[config.mk]
export PLATFORM = sky130hd
export DESIGN_NAME = boot_load_ctrl
export DESIGN_NICKNAME = d
export VERILOG_FILES = /design/src/rtl/boot_load_ctrl.sv
export SDC_FILE = /design/constraint.sdc
export NUM_CORES = 1
export LEC_CHECK = 0
export ABC_AREA = 1
export CORE_MARGIN = 4
export CORE_UTILIZATION = 53
export DETAILED_ROUTE_END_ITERATION = 12
export PLACE_DENSITY = 0.8
export SETUP_SLACK_MARGIN = 0.02
export SLEW_MARGIN = 20
export SYNTH_ARGS = -nofsm -noshare
export SYNTH_HDL_FRONTEND = slang
export SYNTH_SLANG_ARGS = --single-unit
[constraint.sdc]
create_clock -name clk_i -period 2.55 [get_ports clk_i]
set_input_delay 0.255 -clock clk_i [delete_from_list [all_inputs] [get_ports clk_i]]
set_output_delay 0.255 -clock clk_i [all_outputs]
set_load 0.05 [all_outputs]
[src/rtl/boot_load_ctrl.sv]
// Boot/reload sequencer: receives a length-prefixed big-endian word image over a byte stream,
// writes it to the shared memory while holding the CPU in reset, then hands the bus to the CPU.
module boot_load_ctrl #(
  parameter logic [15:0] BaseAddr = 16'h0000,
  parameter int unsigned MaxWords = 256,
  parameter int unsigned RstHold  = 4
) (
  input  logic        clk_i,
  input  logic        rst_ni,
  input  logic        start_i,
  input  logic [7:0]  rx_data_i,
  input  logic        rx_valid_i,
  output logic        rx_ready_o,
  input  logic [15:0] cpu_address_i,
  input  logic [15:0] cpu_d_out_i,
  input  logic        cpu_mw_en_i,
  output logic [15:0] mem_address_o,
  output logic [15:0] mem_d_in_o,
  output logic        mem_we_o,
  output logic        cpu_reset_o,
  output logic        done_o,
  output logic        err_o
);

  localparam int unsigned HoldW = (RstHold > 1) ? $clog2(RstHold) : 1;
  localparam logic [HoldW-1:0] HoldLast = HoldW'(RstHold - 1);
  localparam logic [16:0] MaxLen = 17'(MaxWords);

  typedef enum logic [2:0] {
    StLenHi,
    StLenLo,
    StDatHi,
    StDatLo,
    StWrite,
    StHold,
    StRun,
    StErr
  } state_e;

  state_e           state_q, state_d;
  logic [15:0]      len_q, len_d;
  logic [15:0]      index_q, index_d;
  logic [HoldW-1:0] hold_cnt_q, hold_cnt_d;
  logic [7:0]       hi_q, hi_d;
  logic [15:0]      addr_q, addr_d;
  logic [15:0]      data_q, data_d;
  logic             cpu_reset_q, done_q, err_q;

  logic        rx_fire;
  logic [15:0] len_full;
  logic        last_word;

  assign rx_fire   = rx_valid_i & rx_ready_o;
  assign len_full  = {len_q[15:8], rx_data_i};
  assign last_word = (index_q == (len_q - 16'd1));

  // State register; status outputs are registered from the next state.
  always_ff @(posedge clk_i or negedge rst_ni) begin
    if (!rst_ni) begin
      state_q     <= StLenHi;
      cpu_reset_q <= 1'b1;
      done_q      <= 1'b0;
      err_q       <= 1'b0;
    end else begin
      state_q     <= state_d;
      cpu_reset_q <= (state_d != StRun);
      done_q      <= (state_d == StRun);
      err_q       <= (state_d == StErr);
    end
  end

  always_comb begin
    state_d = state_q;
    unique case (state_q)
      StLenHi: if (rx_fire) state_d = StLenLo;
      StLenLo: begin
        if (rx_fire) begin
          if (len_full == 16'd0) begin
            state_d = StHold;
          end else if ({1'b0, len_full} > MaxLen) begin
            state_d = StErr;
          end else begin
            state_d = StDatHi;
          end
        end
      end
      StDatHi: if (rx_fire) state_d = StDatLo;
      StDatLo: if (rx_fire) state_d = StWrite;
      StWrite: state_d = last_word ? StHold : StDatHi;
      StHold:  if (hold_cnt_q == HoldLast) state_d = StRun;
      StRun:   if (start_i) state_d = StLenHi;
      StErr:   if (start_i) state_d = StLenHi;
      default: state_d = StLenHi;
    endcase
  end

  // Loader datapath. addr/data are latched on the last data byte so that the memory bus
  // keeps showing the previous loader values until the write cycle itself.
  always_comb begin
    len_d      = len_q;
    index_d    = index_q;
    hold_cnt_d = '0;
    hi_d       = hi_q;
    addr_d     = addr_q;
    data_d     = data_q;
    unique case (state_q)
      StLenHi: if (rx_fire) len_d[15:8] = rx_data_i;
      StLenLo: begin
        if (rx_fire) begin
          len_d[7:0] = rx_data_i;
          index_d    = '0;
        end
      end
      StDatHi: if (rx_fire) hi_d = rx_data_i;
      StDatLo: begin
        if (rx_fire) begin
          addr_d = BaseAddr + index_q;
          data_d = {hi_q, rx_data_i};
        end
      end
      StWrite: index_d = index_q + 16'd1;
      StHold:  hold_cnt_d = hold_cnt_q + 1'b1;
      StRun, StErr: begin
        if (start_i) begin
          len_d   = '0;
          index_d = '0;
        end
      end
      default: ;
    endcase
  end

  always_ff @(posedge clk_i or negedge rst_ni) begin
    if (!rst_ni) begin
      len_q      <= '0;
      index_q    <= '0;
      hold_cnt_q <= '0;
      hi_q       <= '0;
      addr_q     <= '0;
      data_q     <= '0;
    end else begin
      len_q      <= len_d;
      index_q    <= index_d;
      hold_cnt_q <= hold_cnt_d;
      hi_q       <= hi_d;
      addr_q     <= addr_d;
      data_q     <= data_d;
    end
  end

  // Bus ownership and handshake depend on registered state only.
  always_comb begin
    rx_ready_o    = 1'b0;
    mem_address_o = addr_q;
    mem_d_in_o    = data_q;
    mem_we_o      = 1'b0;
    unique case (state_q)
      StLenHi, StLenLo, StDatHi, StDatLo: rx_ready_o = 1'b1;
      StWrite: mem_we_o = 1'b1;
      StRun: begin
        mem_address_o = cpu_address_i;
        mem_d_in_o    = cpu_d_out_i;
        mem_we_o      = cpu_mw_en_i;
      end
      default: ;
    endcase
  end

  assign cpu_reset_o = cpu_reset_q;
  assign done_o      = done_q;
  assign err_o       = err_q;

  a_no_rx_in_write: assert property (@(posedge clk_i) disable iff (!rst_ni)
    (state_q == StWrite) |-> !rx_ready_o);
  a_write_single: assert property (@(posedge clk_i) disable iff (!rst_ni)
    (state_q == StWrite) |=> (state_q != StWrite));
  a_done_excl: assert property (@(posedge clk_i) disable iff (!rst_ni)
    done_o |-> (!cpu_reset_o && !err_o));

endmodule

# Word level (Yosys, flattened, before mapping)
# Cells that the tools add are included.
dict set report word_totals {
  ff_bits 80
  wordCells 64
}
dict set report classes {
  addsub 3
  magnitude_cmp 1
  n_eq_ne 15
  mux 21
  bitwise_logic 1
  reduce_logical 12
}
# op count
set ops {}
lappend ops {{two-way mux 16 bit} 4}
lappend ops {{one-hot mux 16 bit (3 select lines)} 1}
lappend ops {{one-hot mux 8 bit (2 select lines)} 2}
lappend ops {{two-way mux 3 bit} 9}
lappend ops {{one-hot mux 3 bit (7 select lines)} 1}
lappend ops {{== test 3 bit, second input constant} 6}
lappend ops {{adder 16 x 1 -> 16 bit, second input constant} 1}
lappend ops {{== test 16 bit} 1}
lappend ops {{greater-than comparator 16 x 9 -> 1 bit, second input constant} 1}
lappend ops {{logical NOT 16 bit} 1}
lappend ops {{subtractor 16 x 1 -> 16 bit, second input constant} 1}
lappend ops {{AND reduction 3 bit} 3}
lappend ops {{two-way mux 8 bit} 1}
lappend ops {{== test 3 x 2 -> 1 bit, second input constant} 2}
lappend ops {{inequality test 2 bit, second input constant} 2}
lappend ops {{AND reduction 2 bit} 2}
lappend ops {{nonzero test 2 bit} 2}
lappend ops {{OR reduction 4 bit} 1}
lappend ops {{== test 3 x 1 -> 1 bit, second input constant} 1}
lappend ops {{logical NOT 3 bit} 1}
lappend ops {{inequality test 3 bit, second input constant} 1}
lappend ops {{nonzero test 3 bit} 1}
lappend ops {{adder 2 x 1 -> 2 bit, second input constant} 1}
lappend ops {{== test 2 bit, second input constant} 1}
lappend ops {{other kinds (6)} 6}

# Logic depth before layout (Yosys ltp)
dict set report depth {
  word_depth 7
  ltp_mapped 15
}

# Worst setup path after synthesis
# Ideal clock, no wire load.
dict set report synth_timing {
  path_type {reg2out}
  start {reg state_q[2]}
  end {out mem_we_o}
  arrival_time_ns 1.719
  required_ns 2.295
  path_slack_ns 0.576
  path_stages_with_launch 3
  n_path_buf 0
  cell_sequence {dfrtp_1 inv_2 nor3_1}
}
dict set report synth_via {
  elab_chain_len 2
  word_cells_on_any_way 3
  classes_between {2 x eq/ne; 1 x mux}
}
# item line
set synth_lines {}
lappend synth_lines {{start: declaration} 40} ;# state_e state_q, state_d;
lappend synth_lines {{start signal: assignment} 60} ;# state_q <= StLenHi;
lappend synth_lines {{start signal: assignment} 65} ;# state_q <= state_d;
lappend synth_lines {{== test 3 bit} 157} ;# unique case (state_q)
lappend synth_lines {{one-hot mux 1 bit (2 select lines) *} 157}
lappend synth_lines {{end: declaration} 19} ;# output logic mem_we_o,
# Mark *: on every way between the ends. The rest lies on a longest branch, timed or not.

# Worst setup path in the final report
dict set report layout_timing {
  start {reg state_q[2]}
  end {out mem_d_in_o[14]}
}
dict set report layout_via {
  elab_chain_len 2
}
# item line
set layout_lines {}
lappend layout_lines {{== test 3 bit} 157}
lappend layout_lines {{two-way mux 16 bit} 157}
lappend layout_lines {{end: declaration} 18} ;# output logic [15:0] mem_d_in_o,
# Every way passes these cells.

==> summary.txt <==
Yosys
  • Synth Area in Compound Gates: approximately 10%
  • Sequential share of the synthesized area: 42.9%
  • Syn_area_per_cell: 7.71 um2
  • Synthesis Warnings: 0
  • Synth top area cells: dfrtp_1, nand2_1, mux2_2
  • Largest family of logic cells by synthesized area: simple AND/OR/NAND/NOR gates
  • Flops & latches, synth: 80
  • Adder-cell share of the synthesized area: 0.803%
  • Top-count cell post-synth: nand2_1
  • Top post-synthesis cells by count: nand2_1, dfrtp_1, inv_1
  • Post-synth cell types: 37
  • Synth top area share: 42.3%
  • Syn nets: 654
  • Post-synthesis xor/xnor area fraction: 2.62%
  • Mux cell area share after synthesis: 7.95%
  • Top_reg_cell synth: dfrtp_1
  • Cells after Synth: 606
  • Post-synth EDFFs: 0
  • Area leader, netlist: dfrtp_1
  • Post-synth ARST share: 100%
  • Synthesized cell area: 0.00467 mm2
  • Post-synthesis simple-gate area fraction: 27.7%

STA
  • Fin crit period: 2.37 ns
  • Hold Fails Final Rpt: 0
  • RSZ-0062 raised after global routing: false
  • Max Slew Vio Count: 0
  • Fmax: 422 MHz
  • Final clock period utilization by the worst path: ~93%
  • Final Setup Violations: 0
  • Worst Max-Slew Pin Slew: 0.924 ns
  • Max Clock Skew: roughly 0.013 ns
  • Setup TNS Final: 0 ns
  • Max_slew headroom: a little under two fifths
  • Setup slack after layout: 0.180 ns

Route
  • DRT Pass-1 Iters: 5
  • Antenna viol nets, final: 0
  • Wire per inst: around 15 um
  • Starting DRT DRC Count: roughly 250
  • # DRC: 0
  • Vias: 4277
  • Final WL: ~12000 um
  • Vias per inst: 5.36

Clocking
  • CTS tree: yes
  • Post-cts gate resize count: 0
  • H-tree depth: 3
  • CTS Buf Count: 9
  • Post-CTS Setup Inserts: 0
  • Clk slew on worst S/H paths: 0.09 ns
  • Clk_lat worst skew: 0.36 ns
  • Worst-case clock buffer depth: 2
  • Root buf cell: clkbuf_8
  • Clock sink count: 80

Layout
  • Design area: approximately 0.0057 mm2
  • Ant. Diodes: 0
  • Final core utilization: 68.6%
  • P&R area growth vs syn: 23.0%
  • Final #Nets: ~740
  • Footprint of the multi-input gates: between 0.002 and 0.0025 mm2
  • Seq. cell area: 0.00200 mm2
  • Filler cell count: 710
  • Share of cells above drive strength 1: 16.6%

Critical path
  • Crit path arrival time: 2.11 ns
  • Critical path capture point type: output pin
  • Most common cell on crit path: buf_4
  • Critical Setup Path Class: reg2out
  • Critical path data required time: 2.30 ns
  • Crit-path slowest cell: dfrtp_1
  • CP startpoint kind: register
  • Critical Path Max Stage Delay: about 0.46 ns
  • CP Cell Sequence: nand2_2, inv_1, nand2_1, buf_4, mux2_2, buf_4
  • Crit path max fanout: 32

Die
  • Total Die Area: between 0.01 and 0.015 mm2
  • I/O pin cnt: approximately 80
  • Initial core utilization: 55.7%
  • Core ar.: between 0.008 and 0.009 mm2
  • Rows: 33
  • Die Y-Extent: 102 um
  • Die width: 102 um

Placed design
  • Setup WS pre-CTS: 0.371 ns
  • Placer Congestion: 0.924
  • PortBufs: 81
  • Post-DP HPWL: just over 9000 um
  • Post-DP Area: approximately 0.0055 mm2

GRT
  • Antenna violations before repair: 0
  • Vias in the first global route: 4288
  • First-pass GRT wire length: between 15000 and 20000 um
  • Grt total ovfl: 0
  • GRT Total Usage: 24.2%
  • Largest net degree at the start of global routing: 81

Power and ir drop
  • Cell-internal power: 3.48 mW
  • Lkg Pwr: 2.88 nW
  • Comb pwr share: 55.9%
  • Psw: 3.48 mW
  • Clock Power Share: between 10% and 20%
  • Sw Share: 50.0%
  • Maximum vdd drop: 0.00107 V
  • Sequential share of power: 30.0%
  • Pwr Density: ~1200 mW/mm2

Min path
  • Hold WC Path Type: in2async

Status
  • Status: finished clean

Run
  • Max-cap viol count: 0
## through the flow
stage | instances | power (mW) | hold WS [ns]
3_5_place_dp | 780 | 5.97 | 0.444
3_3_place_gp | 780 | 5.85 | 0.421
5_1_grt | 798 | 7.52 | 0.325
4_1_cts | 796 | 6.97 | 0.0926
2_1_floorplan | 606 | 4.95 | -0.0406
6_report | 798 | 6.96 | 0.304
## sequential cells by signal, summed over array words and instances, names as in the netlist
name	flops
index_q	16
done_o	1
state_q	3
hi_q	8
len_q	16
err_o	1
addr_q	16
hold_cnt_q	2
data_q	16
cpu_reset_o	1
## path summary, 6_finish.rpt
path                                    startpoint                      end  slack (ns)  depth (start not counted)
max                           state_q[2]$_DFF_PN0_           mem_d_in_o[14]        0.18                          6
min                                         rst_ni          err_o$_DFF_PN0_        0.30                          2
max reg2reg                   len_q[0]$_DFFE_PN0P_         done_o$_DFF_PN0_        0.37                         13
min reg2reg                hold_cnt_q[0]$_DFF_PN0_  hold_cnt_q[0]$_DFF_PN0_        0.46                          1
max in group asynchronous                   rst_ni    data_q[3]$_DFFE_PN0P_        1.66                          3
min in group clk_i         hold_cnt_q[0]$_DFF_PN0_  hold_cnt_q[0]$_DFF_PN0_        0.46                          1
## metal layers
metal | global-route usage (%) | share of wire, % | vias up
met5 | 0 | 0 | -
met3 | 3.48 | 5.5 | 35
met2 | 41.5 | 48 | 160
met4 | 9.18 | 2.9 | 0
li1 | - | - | 2108
met1 | 31.2 | 43 | 1974
## worst max-delay path, delay by kind of cell, from the launching register on
| kind | cells | cell delay (ns) |
|---|---|---|
| buffers and inverters | 3 | 0.63 |
| flip-flops | 1 | 0.46 |
| multiplexers | 1 | 0.40 |
| AND/OR/NAND/NOR | 2 | 0.26 |
## cells in the final DEF, fill, tap and decap left out, drive strengths merged, types with 33 or more instances in the layout
| master | synthesis | routed |
|---|---|---|
| inv | 79 | 82 |
| clkdlybuf4s50 | 0 | 48 |
| dfrtp | 79 | 79 |
| nand3 | 38 | 38 |
| buf | 7 | 37 |
| mux2 | 33 | 33 |
| o21ai | 69 | 69 |
| nand2 | 175 | 175 |
| nor2 | 60 | 60 |
## final cells by class
type,count,area share [%]
Timing Repair Buffer,86,13.9
Multi-Input combinational cell,431,39.9
Sequential cell,80,34.8
Clock inverter,7,1.52
Inverter,80,5.31
Tap cell,105,2.29
Clock buffer,9,2.15
## cell families after synthesis
kind of cell             count (synthesis)
XOR/XNOR                                14
adder cells (fa/ha/maj)                  3
multiplexers                            33
buffers and inverters                   95
AND/OR/NAND/NOR                        293
flip-flops                              80
AO/OA/AOI/OAI                           88
## timing repair
item,CTS,global route
endpoints found under the setup margin,0,0
hold buffers,0,1
hold endpoints to repair,0,18
## power by group through the flow
stage,combinational [mW],clock (mW),sequential (mW)
2_1_floorplan,2.91,0,2.04
3_3_place_gp,3.77,0,2.09
3_5_place_dp,3.87,0,2.10
4_1_cts,3.88,1.00,2.08
5_1_grt,4.32,1.05,2.15
6_report,3.89,0.982,2.08
Note: power is estimated with default switching activity, not from simulation.
